## config.mk

```make
export PLATFORM = sky130hd
export DESIGN_NAME = rgbw_frame_spi_master
export DESIGN_NICKNAME = d
export VERILOG_FILES = /design/src/rtl/rgbw_frame_spi_master.sv
export SDC_FILE = /design/constraint.sdc
export NUM_CORES = 1
export LEC_CHECK = 0
export CAP_MARGIN = 40
export CORE_MARGIN = 1.5
export CORE_UTILIZATION = 58
export CTS_BUF_LIST = sky130_fd_sc_hd__clkbuf_8
export CTS_CLUSTER_SIZE = 8
export DETAILED_ROUTE_END_ITERATION = 6
export PLACE_DENSITY = 0.88
export SYNTH_ARGS = -nofsm -noshare
export SYNTH_HDL_FRONTEND = slang
export SYNTH_SLANG_ARGS = --single-unit
```

## constraint.sdc

```tcl
create_clock -name clk -period 8.4 [get_ports clk]
set_input_delay 0.84 -clock clk [delete_from_list [all_inputs] [get_ports clk]]
set_output_delay 0.84 -clock clk [all_outputs]
set_load 0.01 [all_outputs]
```

## src/rtl/rgbw_frame_spi_master.sv

```systemverilog
// SPI mode-0 transmitter for one 7-byte RGBW lamp frame, MSB first.
// Each frame holds cs low for CS_SETUP + 112*CLK_DIV + 6*BYTE_GAP + CS_HOLD cycles.
module rgbw_frame_spi_master #(
  parameter int CLK_DIV  = 4,
  parameter int CS_SETUP = 2,
  parameter int BYTE_GAP = 2,
  parameter int CS_HOLD  = 2
) (
  input  logic       clk,
  input  logic       reset,
  input  logic       start,
  input  logic [7:0] mode_in,
  input  logic [7:0] color_idx_in,
  input  logic [7:0] lint_in,
  input  logic [7:0] red_in,
  input  logic [7:0] green_in,
  input  logic [7:0] blue_in,
  input  logic [7:0] white_in,
  output logic       busy,
  output logic       done,
  output logic       sck,
  output logic       cs,
  output logic       mosi
);

  localparam int MAX_AB = (CLK_DIV > CS_SETUP) ? CLK_DIV : CS_SETUP;
  localparam int MAX_CD = (BYTE_GAP > CS_HOLD) ? BYTE_GAP : CS_HOLD;
  localparam int MAXC   = (MAX_AB > MAX_CD) ? MAX_AB : MAX_CD;
  localparam int CW     = $clog2(MAXC + 1);

  localparam logic [CW-1:0] DIV_LAST   = CW'(CLK_DIV - 1);
  localparam logic [CW-1:0] SETUP_LAST = CW'(CS_SETUP - 1);
  localparam logic [CW-1:0] GAP_LAST   = CW'((BYTE_GAP > 0) ? BYTE_GAP - 1 : 0);
  localparam logic [CW-1:0] HOLD_LAST  = CW'(CS_HOLD - 1);

  typedef enum logic [2:0] {IDLE, SETUP, SHIFT, GAP, HOLD} state_t;

  state_t        state, state_nx;
  logic [CW-1:0] cnt, cnt_nx;
  logic [2:0]    bit_cnt, bit_nx;
  logic [2:0]    byte_cnt, byte_nx;
  logic [54:0]   shreg, sh_nx;
  logic          busy_nx, done_nx, sck_nx, cs_nx, mosi_nx;

  always_ff @(posedge clk or negedge reset) begin
    if (!reset) begin
      state    <= IDLE;
      cnt      <= '0;
      bit_cnt  <= '0;
      byte_cnt <= '0;
      busy     <= 1'b0;
      done     <= 1'b0;
      sck      <= 1'b0;
      cs       <= 1'b1;
      mosi     <= 1'b0;
    end else begin
      state    <= state_nx;
      cnt      <= cnt_nx;
      bit_cnt  <= bit_nx;
      byte_cnt <= byte_nx;
      busy     <= busy_nx;
      done     <= done_nx;
      sck      <= sck_nx;
      cs       <= cs_nx;
      mosi     <= mosi_nx;
    end
  end

  // Bits still to send after the one currently on mosi; data only, no reset.
  always_ff @(posedge clk) begin
    shreg <= sh_nx;
  end

  always_comb begin
    state_nx = state;
    cnt_nx   = cnt;
    bit_nx   = bit_cnt;
    byte_nx  = byte_cnt;
    sh_nx    = shreg;
    busy_nx  = busy;
    done_nx  = 1'b0;
    sck_nx   = sck;
    cs_nx    = cs;
    mosi_nx  = mosi;
    case (state)
      IDLE: begin
        if (start) begin
          sh_nx    = {mode_in[6:0], color_idx_in, lint_in, red_in, green_in, blue_in, white_in};
          mosi_nx  = mode_in[7];
          cs_nx    = 1'b0;
          busy_nx  = 1'b1;
          cnt_nx   = '0;
          bit_nx   = '0;
          byte_nx  = '0;
          state_nx = SETUP;
        end
      end
      SETUP: begin
        if (cnt == SETUP_LAST) begin
          cnt_nx   = '0;
          state_nx = SHIFT;
        end else begin
          cnt_nx = cnt + 1'b1;
        end
      end
      SHIFT: begin
        if (cnt != DIV_LAST) begin
          cnt_nx = cnt + 1'b1;
        end else begin
          cnt_nx = '0;
          sck_nx = ~sck;
          // Falling edge ends a bit: the next bit goes out while sck is low.
          if (sck) begin
            if (bit_cnt == 3'd7) begin
              bit_nx = '0;
              if (byte_cnt == 3'd6) begin
                state_nx = HOLD;
              end else begin
                byte_nx = byte_cnt + 3'd1;
                mosi_nx = shreg[54];
                sh_nx   = {shreg[53:0], 1'b0};
                if (BYTE_GAP > 0) state_nx = GAP;
              end
            end else begin
              bit_nx  = bit_cnt + 3'd1;
              mosi_nx = shreg[54];
              sh_nx   = {shreg[53:0], 1'b0};
            end
          end
        end
      end
      GAP: begin
        if (cnt == GAP_LAST) begin
          cnt_nx   = '0;
          state_nx = SHIFT;
        end else begin
          cnt_nx = cnt + 1'b1;
        end
      end
      HOLD: begin
        if (cnt == HOLD_LAST) begin
          cnt_nx   = '0;
          cs_nx    = 1'b1;
          mosi_nx  = 1'b0;
          busy_nx  = 1'b0;
          done_nx  = 1'b1;
          state_nx = IDLE;
        end else begin
          cnt_nx = cnt + 1'b1;
        end
      end
      default: state_nx = IDLE;
    endcase
  end

endmodule

```

# Word-level counts from Yosys, hierarchy flattened
# Cells that the tools add are included.
# totals
output_inout_bits	5
inputBits	59
elab_cells	87
ff_bits	72
# op_classes
n_addsub	3
bitwise_logic	2
n_eq_ne	16
reduce_logical	15
muxes	41
# ops
operator	count
2-to-1 mux 55 bit	5
case mux 55 bit (2 select lines)	1
2-to-1 mux 3 bit	17
AND reduction 6 bit	3
!= test 2 bit, second input constant	6
case mux 3 bit (2 select lines)	2
case mux 3 bit (4 select lines)	1
2-to-1 mux 1 bit	11
adder 3 x 1 -> 3 bit, second input constant	3
== test 3 bit, second input constant	3
case mux 3 bit (3 select lines)	1
== test 3 x 1 -> 1 bit, second input constant	2
== test 3 x 2 -> 1 bit, second input constant	2
nonzero test 3 bit	2
AND reduction 5 bit	1
case mux 1 bit (2 select lines)	2
AND reduction 2 bit	2
AND reduction 4 bit	1
nonzero test 2 bit	2
logical NOT 3 bit	1
!= test 3 x 2 -> 1 bit, second input constant	1
!= test 3 bit, second input constant	1
case mux 1 bit (3 select lines)	1
AND reduction 3 bit	1
4 further kinds	5

# Logic depth before layout (Yosys ltp)
# logic_depth
word_depth	6
mapped_depth	7
depth_no_buf	6

# Worst setup path after synthesis
# Ideal clock, no wire load.
# synth_path
kind	in2reg
start	input start
end	register shreg[0], enable pin
required_ns	7.981
setup_ns	0.419
stages	3
slack_ns	5.594
t_arrival_ns	2.387
cell_sequence	nand2b_1 -> nand3_1 -> and3_1
# synth_via
elab_chain_cells	2
# synth_lines
element	line_no	source
start: declaration	11	input logic start,
!= test 2 bit (no line)	n/a	
AND reduction 5 bit (no line)	n/a	
end signal: assignment	71	shreg <= sh_nx;
end: declaration	42	logic [54:0] shreg, sh_nx;
# No other way between the ends.
# A chain may end at the register's enable or synchronous reset.

# Worst setup path in the final report
# layout_path
start	input start
end	register shreg[36], enable pin
# Same word-level chain as after synthesis.

==> impl_metrics.json <==
{
  "status": "finished, final reports clean",
  "drive_gt1_frac": 0.0698,
  "cpMaxStageDelayCell": "clkdlybuf4s50_1",
  "vias_per_cell": 5.33,
  "crit_chain": "clkdlybuf4s50_1 -> nand2b_1 -> nand3_1 -> and3_2 -> buf_12",
  "crit_family": "buffers and inverters",
  "postSynth.asyncResetShare": 0.236,
  "cts_setup_buffers": 0,
  "synth_cells": 334,
  "routed-via-count": 2519,
  "routabilityCongestion": 0.897,
  "path_clk_slew_ns": 0.07,
  "arrival_ns": 2.41,
  "synth-seq-area-share": 0.623,
  "cap_violations": 0,
  "hold_buffers": 0,
  "dr.pass1.iters": 4,
  "grt_pass1_wl_um": 10900,
  "cellLeakagePower_uw": 0.00181,
  "fp-row-count": 27,
  "fmax_mhz": 420,
  "path_buf_inv": 2,
  "cp-start-kind": "input port",
  "cp_data_required_time_ns": 8.43,
  "cts_max_level": 3,
  "hold_viol": 0,
  "cpPeakStageDelay_ns": 0.52,
  "syn_area_per_cell_um2": 9.99,
  "fin_crit_sh": 0.283,
  "track_usage": 0.232,
  "drt-total-wl_um": 6790,
  "drc": 0,
  "cp_max_fo": 39,
  "drt_iter0_drc": 314,
  "start_util": 0.602,
  "final_cell_area_um2": 4250,
  "synthToLayoutAreaGrowth_pct": 27.4,
  "cp-end-kind": "flop",
  "synth-edff-count": 55,
  "synth-warning-count": 0,
  "cts-resized-gates": 0,
  "finalSetupViolations": 0,
  "multi_input_area_um2": 1150,
  "numCtsBuffers": 9,
  "grt_max_degree": 62,
  "grt.overflow.total": 0,
  "port_buffers": 63,
  "dpl_cell_area_um2": 4040,
  "dieWidth_um": 78.9,
  "synth-seq-cells": 72,
  "hp-class": "flop to flop",
  "netlist_area_um2": 3340,
  "worst_pin_slew_ns": 0.776,
  "relSlewSlack": 0.481,
  "ys_types": 39,
  "nNetsFinal": 464,
  "final_cell_mix": "nand2_1 (169), clkdlybuf4s50_1 (63), edfxtp_1 (55)",
  "layout_commonest_cell": "nand2_1",
  "worst-setup-path-type": "input port to flop",
  "finalMaxSlewViolations": 0,
  "peakVddDrop_mv": 0.163,
  "hpwl_um": 4600,
  "rsz0062_at_grt": "false",
  "ctsRootBufferMaster": "clkbuf_8",
  "grt_pass1_vias": 2387,
  "wire_per_inst_um": 14.4,
  "regArea_um2": 2080,
  "finalSetupTns_ns": 0,
  "antenna_found_initial": 0,
  "clock-sinks": 72,
  "ant_nets": 0,
  "insertion_delay_ns": 0.34,
  "synth_nets": 402,
  "io_pins": 64,
  "fillerInstances": 384,
  "diodes": 0,
  "clock_path_buffers": 2,
  "fin_skew_ns": 0.00918,
  "dieArea_um2": 6220,
  "cts_tree": "built",
  "ys.flop_type": "edfxtp_1",
  "fp.dieH_um": 78.9,
  "p_per_area_nw_per_um2": 296,
  "post-route-min-period_ns": 2.38,
  "core-area_um2": 5540
}
## layer usage
layer  vias to the layer above  track usage  wire length (um)
li1                       1229            -                 -
met1                      1188        0.311              2930
met2                        86        0.367              3360
met3                        16       0.0494               350
met4                         0        0.105               144
met5                         -            0                 0
## where the power goes
group,switching [uW],total (uW),internal (uW)
registers,45.6,613,567
logic,219,356,138
clock network,126,291,165
total,391,1260,870
## per-stage QoR
step | instances | util | hold slack, ns | total power (uW) | setup WS (ns)
final | 473 | 0.768 | 0.497 | 1260 | 6.02
after global routing | 473 | 0.768 | 0.521 | 1330 | 5.92
after CTS | 473 | 0.768 | 0.505 | 1270 | 6.03
after detailed placement | 457 | 0.729 | 0.490 | 974 | 5.67
after global placement | 455 | 0.722 | 0.483 | 929 | 5.40
after floorplan | 334 | - | 0.484 | 844 | 5.59
## logic make-up after synthesis
kind of cell	after synthesis	share of synthesized area
adders and majority gates	9	0.0337
muxes	4	0.0131
xor gates and xnor gates	1	0.00263
DFF	72	0.623
buffers and inverters	26	0.0326
and+or+nand+nor	194	0.238
AOI/OAI and AO/OA	28	0.0570
## state kept, by name, indices dropped and copies added, names as in the netlist
name      count
bit_cnt       3
cnt           3
state         3
byte_cnt      3
mosi          1
busy          1
shreg        55
done          1
sck           1
cs            1
## final timing paths
| kind | start | end | slack (ns) | cells past startpoint |
|---|---|---|---|---|
| worst max register to register | cnt[1] | shreg[36] | 6.12 | 6 |
| min in group asynchronous | reset | cnt[2] | 0.95 | 1 |
| worst min register to register | mosi | mosi | 0.50 | 1 |
| max in group asynchronous | reset | mosi | 6.95 | 1 |
| worst min-delay path | mosi | mosi | 0.50 | 1 |
| worst max-delay path | start | shreg[36] | 6.02 | 5 |
## worst register-to-register path: stages, from the launching register on
cell	delay [ns]
dfrtp_1	0.39
ha_1	0.19
ha_1	0.25
nand3_1	0.15
nand3_1	0.20
and3_2	0.51
buf_12	0.29
## Yosys cell counts, types with 3 or more instances
library cell	number	share of area
a21oi_1	4	0.0060
inv_1	11	0.012
edfxtp_1	55	0.49
nand3_1	4	0.0060
nor2b_1	3	0.0056
clkbuf_1	8	0.0090
nor2_1	6	0.0067
o21ai_0	7	0.010
buf_2	6	0.0090
ha_1	9	0.034
dfrtp_1	16	0.12
nand2_1	170	0.19
## cell type report
type                            instances  share of cell area
Sequential cell                        72               0.489
Multi-Input combinational cell        236               0.271
Timing Repair Buffer                   66               0.159
Clock buffer                            9              0.0291
Tap cell                               72              0.0212
Clock inverter                          7              0.0206
Inverter                               11             0.00971
No activity file was read; power rests on OpenSTA's default activity.
